### src/rtl/wb_uart_tx_if.sv
// Wishbone classic slave bundle for the UART transmitter.
// Signal names follow the slave's view (_i into the slave, _o out).
interface wb_uart_tx_if;
  logic        stb_i;
  logic        cyc_i;
  logic [31:0] adr_i;
  logic [3:0]  sel_i;
  logic [31:0] dat_i;
  logic        we_i;
  logic [31:0] dat_o;
  logic        ack_o;
  logic        err_o;
  logic        rty_o;

  modport master (
    output stb_i, cyc_i, adr_i, sel_i, dat_i, we_i,
    input  dat_o, ack_o, err_o, rty_o
  );

  modport slave (
    input  stb_i, cyc_i, adr_i, sel_i, dat_i, we_i,
    output dat_o, ack_o, err_o, rty_o
  );
endinterface

### src/rtl/wb_uart_tx.sv
// Wishbone-mapped 8N1 UART transmitter with a 4-entry byte FIFO.
// Registers: DATA (0x0), STATUS (0x4), DIV (0x8).
module wb_uart_tx #(
  parameter logic [31:0] BASE_ADDRESS = 32'h4000_1000,
  parameter logic [15:0] CLKS_PER_BIT = 16'd104
) (
  input  logic        clk_i,
  input  logic        rst_i,
  wb_uart_tx_if.slave wb,
  output logic        tx_o
);

  typedef enum logic [1:0] {
    IDLE,
    START,
    DATA,
    STOP
  } state_e;

  state_e      state_q, state_d;
  logic [15:0] tick_q, tick_d;
  logic [15:0] cur_div_q, cur_div_d;
  logic [2:0]  idx_q, idx_d;
  logic [7:0]  shift_q, shift_d;
  logic        tx_q, tx_d;

  logic [7:0]  mem_q [4];
  logic [7:0]  mem_d [4];
  logic [1:0]  wptr_q, wptr_d;
  logic [1:0]  rptr_q, rptr_d;
  logic [2:0]  cnt_q, cnt_d;

  logic [15:0] div_q, div_d;
  logic        hold_q, hold_d;
  logic        ack_q, ack_d;
  logic        err_q, err_d;
  logic        rty_q, rty_d;
  logic [31:0] dat_q, dat_d;

  logic        sel_now, req;
  logic [1:0]  off;
  logic        bad_adr, is_data, is_stat, is_div;
  logic        full, empty, busy;
  logic        push, pop, last;
  logic [15:0] wr_div;
  logic        unused;

  assign sel_now = wb.stb_i & wb.cyc_i &
                   (wb.adr_i[31:4] == BASE_ADDRESS[31:4]);
  // One response per strobe: only the first selected cycle is served.
  assign req     = sel_now & ~hold_q;
  assign off     = wb.adr_i[3:2];
  assign bad_adr = (|wb.adr_i[1:0]) | (off == 2'd3);
  assign is_data = ~bad_adr & (off == 2'd0);
  assign is_stat = ~bad_adr & (off == 2'd1);
  assign is_div  = ~bad_adr & (off == 2'd2);

  assign full   = (cnt_q == 3'd4);
  assign empty  = (cnt_q == 3'd0);
  assign busy   = (state_q != IDLE);
  assign wr_div = (wb.dat_i[15:0] < 16'd2) ? 16'd2 : wb.dat_i[15:0];
  assign unused = ^{wb.dat_i[31:16], wb.sel_i[3:2]};

  always_comb begin
    ack_d  = 1'b0;
    err_d  = 1'b0;
    rty_d  = 1'b0;
    dat_d  = 32'h0;
    push   = 1'b0;
    div_d  = div_q;
    hold_d = sel_now;
    if (req) begin
      unique case (1'b1)
        bad_adr: err_d = 1'b1;
        is_data: begin
          if (wb.we_i && wb.sel_i[0]) begin
            rty_d = full;
            ack_d = ~full;
            push  = ~full;
          end else begin
            ack_d = 1'b1;
          end
        end
        is_stat: begin
          ack_d = 1'b1;
          if (!wb.we_i) begin
            dat_d = {29'h0, busy, empty, full};
          end
        end
        is_div: begin
          ack_d = 1'b1;
          if (wb.we_i) begin
            if (wb.sel_i[1:0] == 2'b11) begin
              div_d = wr_div;
            end
          end else begin
            dat_d = {16'h0, div_q};
          end
        end
        default: ;
      endcase
    end
  end

  assign last = (tick_q == cur_div_q - 16'd1);

  always_comb begin
    state_d   = state_q;
    tick_d    = tick_q + 16'd1;
    cur_div_d = cur_div_q;
    idx_d     = idx_q;
    shift_d   = shift_q;
    pop       = 1'b0;
    unique case (state_q)
      IDLE: begin
        tick_d = 16'd0;
        if (!empty) begin
          pop       = 1'b1;
          shift_d   = mem_q[rptr_q];
          cur_div_d = div_q;
          state_d   = START;
        end
      end
      START: begin
        if (last) begin
          tick_d    = 16'd0;
          cur_div_d = div_q;
          idx_d     = 3'd0;
          state_d   = DATA;
        end
      end
      DATA: begin
        if (last) begin
          tick_d    = 16'd0;
          cur_div_d = div_q;
          shift_d   = {1'b0, shift_q[7:1]};
          idx_d     = idx_q + 3'd1;
          if (idx_q == 3'd7) begin
            state_d = STOP;
          end
        end
      end
      STOP: begin
        if (last) begin
          tick_d    = 16'd0;
          cur_div_d = div_q;
          if (!empty) begin
            pop     = 1'b1;
            shift_d = mem_q[rptr_q];
            state_d = START;
          end else begin
            state_d = IDLE;
          end
        end
      end
      default: state_d = IDLE;
    endcase
  end

  // Line driven from the current state, so it lags the FSM by a cycle.
  always_comb begin
    tx_d = 1'b1;
    if (state_q == START) begin
      tx_d = 1'b0;
    end else if (state_q == DATA) begin
      tx_d = shift_q[0];
    end
  end

  always_comb begin
    mem_d  = mem_q;
    wptr_d = wptr_q;
    rptr_d = rptr_q;
    if (push) begin
      mem_d[wptr_q] = wb.dat_i[7:0];
      wptr_d        = wptr_q + 2'd1;
    end
    if (pop) begin
      rptr_d = rptr_q + 2'd1;
    end
    cnt_d = cnt_q + {2'b00, push} - {2'b00, pop};
  end

  always_ff @(posedge clk_i) begin
    if (rst_i) begin
      state_q   <= IDLE;
      tick_q    <= 16'd0;
      cur_div_q <= CLKS_PER_BIT;
      idx_q     <= 3'd0;
      shift_q   <= 8'h0;
      tx_q      <= 1'b1;
      for (int i = 0; i < 4; i++) begin
        mem_q[i] <= 8'h0;
      end
      wptr_q    <= 2'd0;
      rptr_q    <= 2'd0;
      cnt_q     <= 3'd0;
      div_q     <= CLKS_PER_BIT;
      hold_q    <= 1'b0;
      ack_q     <= 1'b0;
      err_q     <= 1'b0;
      rty_q     <= 1'b0;
      dat_q     <= 32'h0;
    end else begin
      state_q   <= state_d;
      tick_q    <= tick_d;
      cur_div_q <= cur_div_d;
      idx_q     <= idx_d;
      shift_q   <= shift_d;
      tx_q      <= tx_d;
      mem_q     <= mem_d;
      wptr_q    <= wptr_d;
      rptr_q    <= rptr_d;
      cnt_q     <= cnt_d;
      div_q     <= div_d;
      hold_q    <= hold_d;
      ack_q     <= ack_d;
      err_q     <= err_d;
      rty_q     <= rty_d;
      dat_q     <= dat_d;
    end
  end

  assign wb.ack_o = ack_q;
  assign wb.err_o = err_q;
  assign wb.rty_o = rty_q;
  assign wb.dat_o = dat_q;
  assign tx_o     = tx_q;

endmodule

### src/flat_wrapper.sv
// flat-port wrapper written by rule: the top's interface ports become plain ports
module wb_uart_tx_flat 
#(
  parameter logic [31:0] BASE_ADDRESS = 32'h4000_1000,
  parameter logic [15:0] CLKS_PER_BIT = 16'd104
)
  (clk_i, rst_i, tx_o, wb_stb_i, wb_cyc_i, wb_adr_i, wb_sel_i, wb_dat_i, wb_we_i, wb_dat_o, wb_ack_o, wb_err_o, wb_rty_o);
  wb_uart_tx_if wb_i ();
  input  logic clk_i;
  input  logic rst_i;
  output logic tx_o;
  input wire logic [$bits(wb_i.stb_i)-1:0] wb_stb_i;
  input wire logic [$bits(wb_i.cyc_i)-1:0] wb_cyc_i;
  input wire logic [$bits(wb_i.adr_i)-1:0] wb_adr_i;
  input wire logic [$bits(wb_i.sel_i)-1:0] wb_sel_i;
  input wire logic [$bits(wb_i.dat_i)-1:0] wb_dat_i;
  input wire logic [$bits(wb_i.we_i)-1:0] wb_we_i;
  output wire logic [$bits(wb_i.dat_o)-1:0] wb_dat_o;
  output wire logic [$bits(wb_i.ack_o)-1:0] wb_ack_o;
  output wire logic [$bits(wb_i.err_o)-1:0] wb_err_o;
  output wire logic [$bits(wb_i.rty_o)-1:0] wb_rty_o;
  assign wb_i.stb_i = wb_stb_i;
  assign wb_i.cyc_i = wb_cyc_i;
  assign wb_i.adr_i = wb_adr_i;
  assign wb_i.sel_i = wb_sel_i;
  assign wb_i.dat_i = wb_dat_i;
  assign wb_i.we_i = wb_we_i;
  assign wb_dat_o = wb_i.dat_o;
  assign wb_ack_o = wb_i.ack_o;
  assign wb_err_o = wb_i.err_o;
  assign wb_rty_o = wb_i.rty_o;
  wb_uart_tx #(.BASE_ADDRESS(BASE_ADDRESS), .CLKS_PER_BIT(CLKS_PER_BIT)) u_core (.clk_i(clk_i), .rst_i(rst_i), .wb(wb_i), .tx_o(tx_o));
endmodule
### config.mk
export PLATFORM = sky130hd
export DESIGN_NAME = wb_uart_tx_flat
export DESIGN_NICKNAME = d
export VERILOG_FILES = /design/src/rtl/wb_uart_tx_if.sv /design/src/rtl/wb_uart_tx.sv /design/src/flat_wrapper.sv
export SDC_FILE = /design/constraint.sdc
export NUM_CORES = 1
export LEC_CHECK = 0
export BUFFER_PORTS_ARGS = -buffer_cell sky130_fd_sc_hd__buf_4
export CORE_ASPECT_RATIO = 1.1
export CORE_MARGIN = 2
export CORE_UTILIZATION = 30
export DETAILED_ROUTE_END_ITERATION = 6
export PLACE_DENSITY_LB_ADDON = 0.3
export SYNTH_ARGS = -nofsm -noshare
export SYNTH_HDL_FRONTEND = slang
export SYNTH_SLANG_ARGS = --single-unit
export TNS_END_PERCENT = 50
### constraint.sdc
create_clock -name clk_i -period 4.9 [get_ports clk_i]
set_input_delay 0 -clock clk_i [delete_from_list [all_inputs] [get_ports clk_i]]
set_output_delay 0 -clock clk_i [all_outputs]
set_load 0.05 [all_outputs]
==> impl_metrics.ini <==
[outcome]
outcome = finished, final reports clean

[clock_tree]
cts_buffers = 17
cts.repair.resized = 0
cts.clk_slew.worst_paths_ns = 0.06
cts_buffer_depth = 2
cts-root-buf = clkbuf_16
cts_tree = done
clk_latency_ns = 0.43
cts_sinks = 121
cts_setup_buffers = 0
htree_levels = 4

[detailed_routing]
via_per_inst = 4.783
dr.pass1.iters = 4
drt_iter0_markers = 199
routed_wl_um = 14680
wl_per_cell_um = 14.67
ant_nets = 0
drc = 0
vias = 4788

[critical_path]
crit_buf_inv = 1
worst-path-max-fanout = 9
crit_family = simple AND/OR/NAND/NOR gates
worstSetupPathType = flop to flop
rr_startpoint = u_core.cur_div_q[5]
cp_common_cell = ha_1
cp.required_ns = 5.18
critPathSlowestCell = or4_1
worst_ep_arrival_time_ns = 4.04
crit_path_cell_trace = nor3_2, nand3_1, or4_1, a2111oi_4, nand4_1, o21ai_1, ha_1, inv_1, ha_1, fa_1, nor2b_1
crit_start = u_core.cur_div_q[5]
end_kind = flop
cp-start-kind = flop
slowest_delay_ns = 0.59

[floorplan]
initial_core_util_pct = 30.27
die-area_mm2 = 0.02098
die_h_um = 151.7
core_mm2 = 0.01966
io_pins = 109
row_count = 54
die_w_um = 138.3

[synth]
synthFlopType = dfxtp_1
postSynthAreaPerCell_um2 = 9.183
ys_ff_latch = 121
yosysTopAreaCellShare_pct = 40.71
syn_area_mm2 = 0.005951
synth_top_area_cell = dfxtp_1
async_flop_share_pct = 0
seq_area_frac_synth_pct = 40.71
synth-edff-count = 0
synth_cells = 648
yosysWarningCount = 0
synth.area.top_cells = dfxtp_1, mux2i_1, nor2_1, nand2_1, xnor2_1
synth_cell_types = 73

[final_layout]
postLayoutCoreUtil_pct = 37.96
fillers = 1992
layout-drive-gt1-share_pct = 17.76
antenna_cells = 0
final_nets = 825
syn2layout_area_growth_pct = 25.42

[sta]
period_share_pct = 76.89
setup_violations = 0
final.setup.worst_slack_ns = 1.132
rsz0062_at_grt = false
setup-tns-final_ns = 0
hold_viol_final = 0
worstMarginPinSlew_ns = 0.8882
relSlewSlack_pct = 40.67
timing.final.crit_period_ns = 3.768
max_freq_mhz = 265.4
slew_viol_final = 0
clock_skew_ns = 0.01129

[run]
maxCapViolCount = 0

[global_route]
grt_max_degree = 75
first_global_vias = 4615
grt_pass1_wl_um = 23780
grt-ovfl-total = 0
grt.total_usage_pct = 14.43
antenna_found_initial = 0

[place]
portBuffers = 74
routabilityCongestion = 0.7994
dp_hpwl_um = 10500
place_ws_ns = 1.133

[worst_hold_path]
hold_class = input port to flop
hp-start = wb_adr_i[22]

[power_and_ir_drop]
p_per_area_mw_per_mm2 = 310.1
p_total_mw = 2.315
power_leakage_nw = 2.979
irDropWorstVdd_mv = 0.2595
worst reg2reg max path: cells and delay by family, from the launching register on:
family	cells	cell delay, ns
flops	1	0.39
compound gates	2	0.80
buf+inv	1	0.06
fa+ha+maj	3	0.85
simple gates	5	1.54
per-layer routing:
metal	track usage [%]	up-vias	share of wire (%)	wire length [um]
li1	-	2417	-	-
met1	18.14	2264	46	6793
met2	24.11	80	48	7092
met3	3.143	27	3.4	506
met4	6.071	0	2.0	290
met5	0	-	0	0
final timing paths:
path | endpoint | slack [ns] | depth (start not counted)
min reg2reg | u_core.wb.err_o | 0.43 | 1
max reg2reg | u_core.cnt_q[1] | 1.13 | 11
max | u_core.cnt_q[1] | 1.13 | 11
min | u_core.wb.err_o | 0.01 | 5
sequential cells by signal, summed over array words and instances, names as in the netlist, 2 cells and up:
name	count
u_core.mem_q	32
u_core.tick_q	16
u_core.shift_q	8
u_core.cur_div_q	16
u_core.state_q	2
u_core.div_q	16
u_core.cnt_q	3
u_core.wptr_q	2
u_core.rptr_q	2
u_core.idx_q	3
u_core.wb.dat_o	16
synthesized netlist by cell type, types with 3 or more instances:
master      n
a211oi_1    7
a21o_1      7
a21oi_1    17
a22oi_1     9
and2_1     15
and3_1      8
buf_4      16
buf_6       3
clkbuf_1   27
dfxtp_1   121
ha_1       15
inv_1      20
mux2i_1    57
mux4_2      8
nand2_1    64
nand2b_1    3
nand3_1    26
nand4_1    13
nor2_1     83
nor2b_1     8
nor3_1      7
nor4_1     11
o21ai_0     5
o32ai_1     3
or3_1       3
xnor2_1    23
xor2_1     14
layout by cell type (no fill, tap or decap), types with 15 or more instances in the layout:
cell type / n
and2_1: 15
nand3_1: 26
nand2_1: 64
nor2_1: 83
xnor2_1: 23
clkbuf_16: 17
conb_1: 16
a21oi_1: 17
ha_1: 15
dlygate4sd3_1: 27
mux2i_1: 57
buf_4: 76
inv_1: 20
dfxtp_1: 121
where the power goes:
part	internal, mW	switching [mW]
clock network	0.716	0.507
logic	0.0443	0.0635
registers	0.984	0.00000261
total	1.74	0.571
logic make-up (layout without fill, tap and decap cells):
logic type / Yosys count / in the layout / synth area share, %
and+or+nand+nor: 262 / 262 / 21.78
DFF: 121 / 121 / 40.71
buffers and inverters: 69 / 155 / 5.950
muxes: 67 / 67 / 12.99
other: 1 / 16 / 0.06302
xor gates and xnor gates: 37 / 37 / 5.446
adders and majority gates: 16 / 16 / 3.490
AOI/OAI and AO/OA: 75 / 75 / 9.567
area by class of cell:
cell class | count | area (um2) | share of cell area (%)
sequential | 121 | 2422 | 32.46
clock buffer | 17 | 425.4 | 5.700
inverter | 20 | 75.07 | 1.006
clock inverter | 15 | 153.9 | 2.062
tap | 252 | 315.3 | 4.225
multi-input combinational | 473 | 3231 | 43.29
timing repair buffer | 103 | 840.8 | 11.27
stage by stage:
stage	hold WS (ns)	instances	instance area, um2
5_1_grt	0.06851	1001	7463
3_3_place_gp	0.2616	942	6614
6_report	0.01051	1001	7463
4_1_cts	0.004577	1001	7463
3_5_place_dp	0.2634	942	6614
2_1_floorplan	0.09464	663	6007
repair_timing:
action / CTS / global route
hold endpoints to repair: 55 / 0
setup endpoints to repair: 0 / 0
hold buffers: 27 / 0
(Power assumes the default switching activity.)
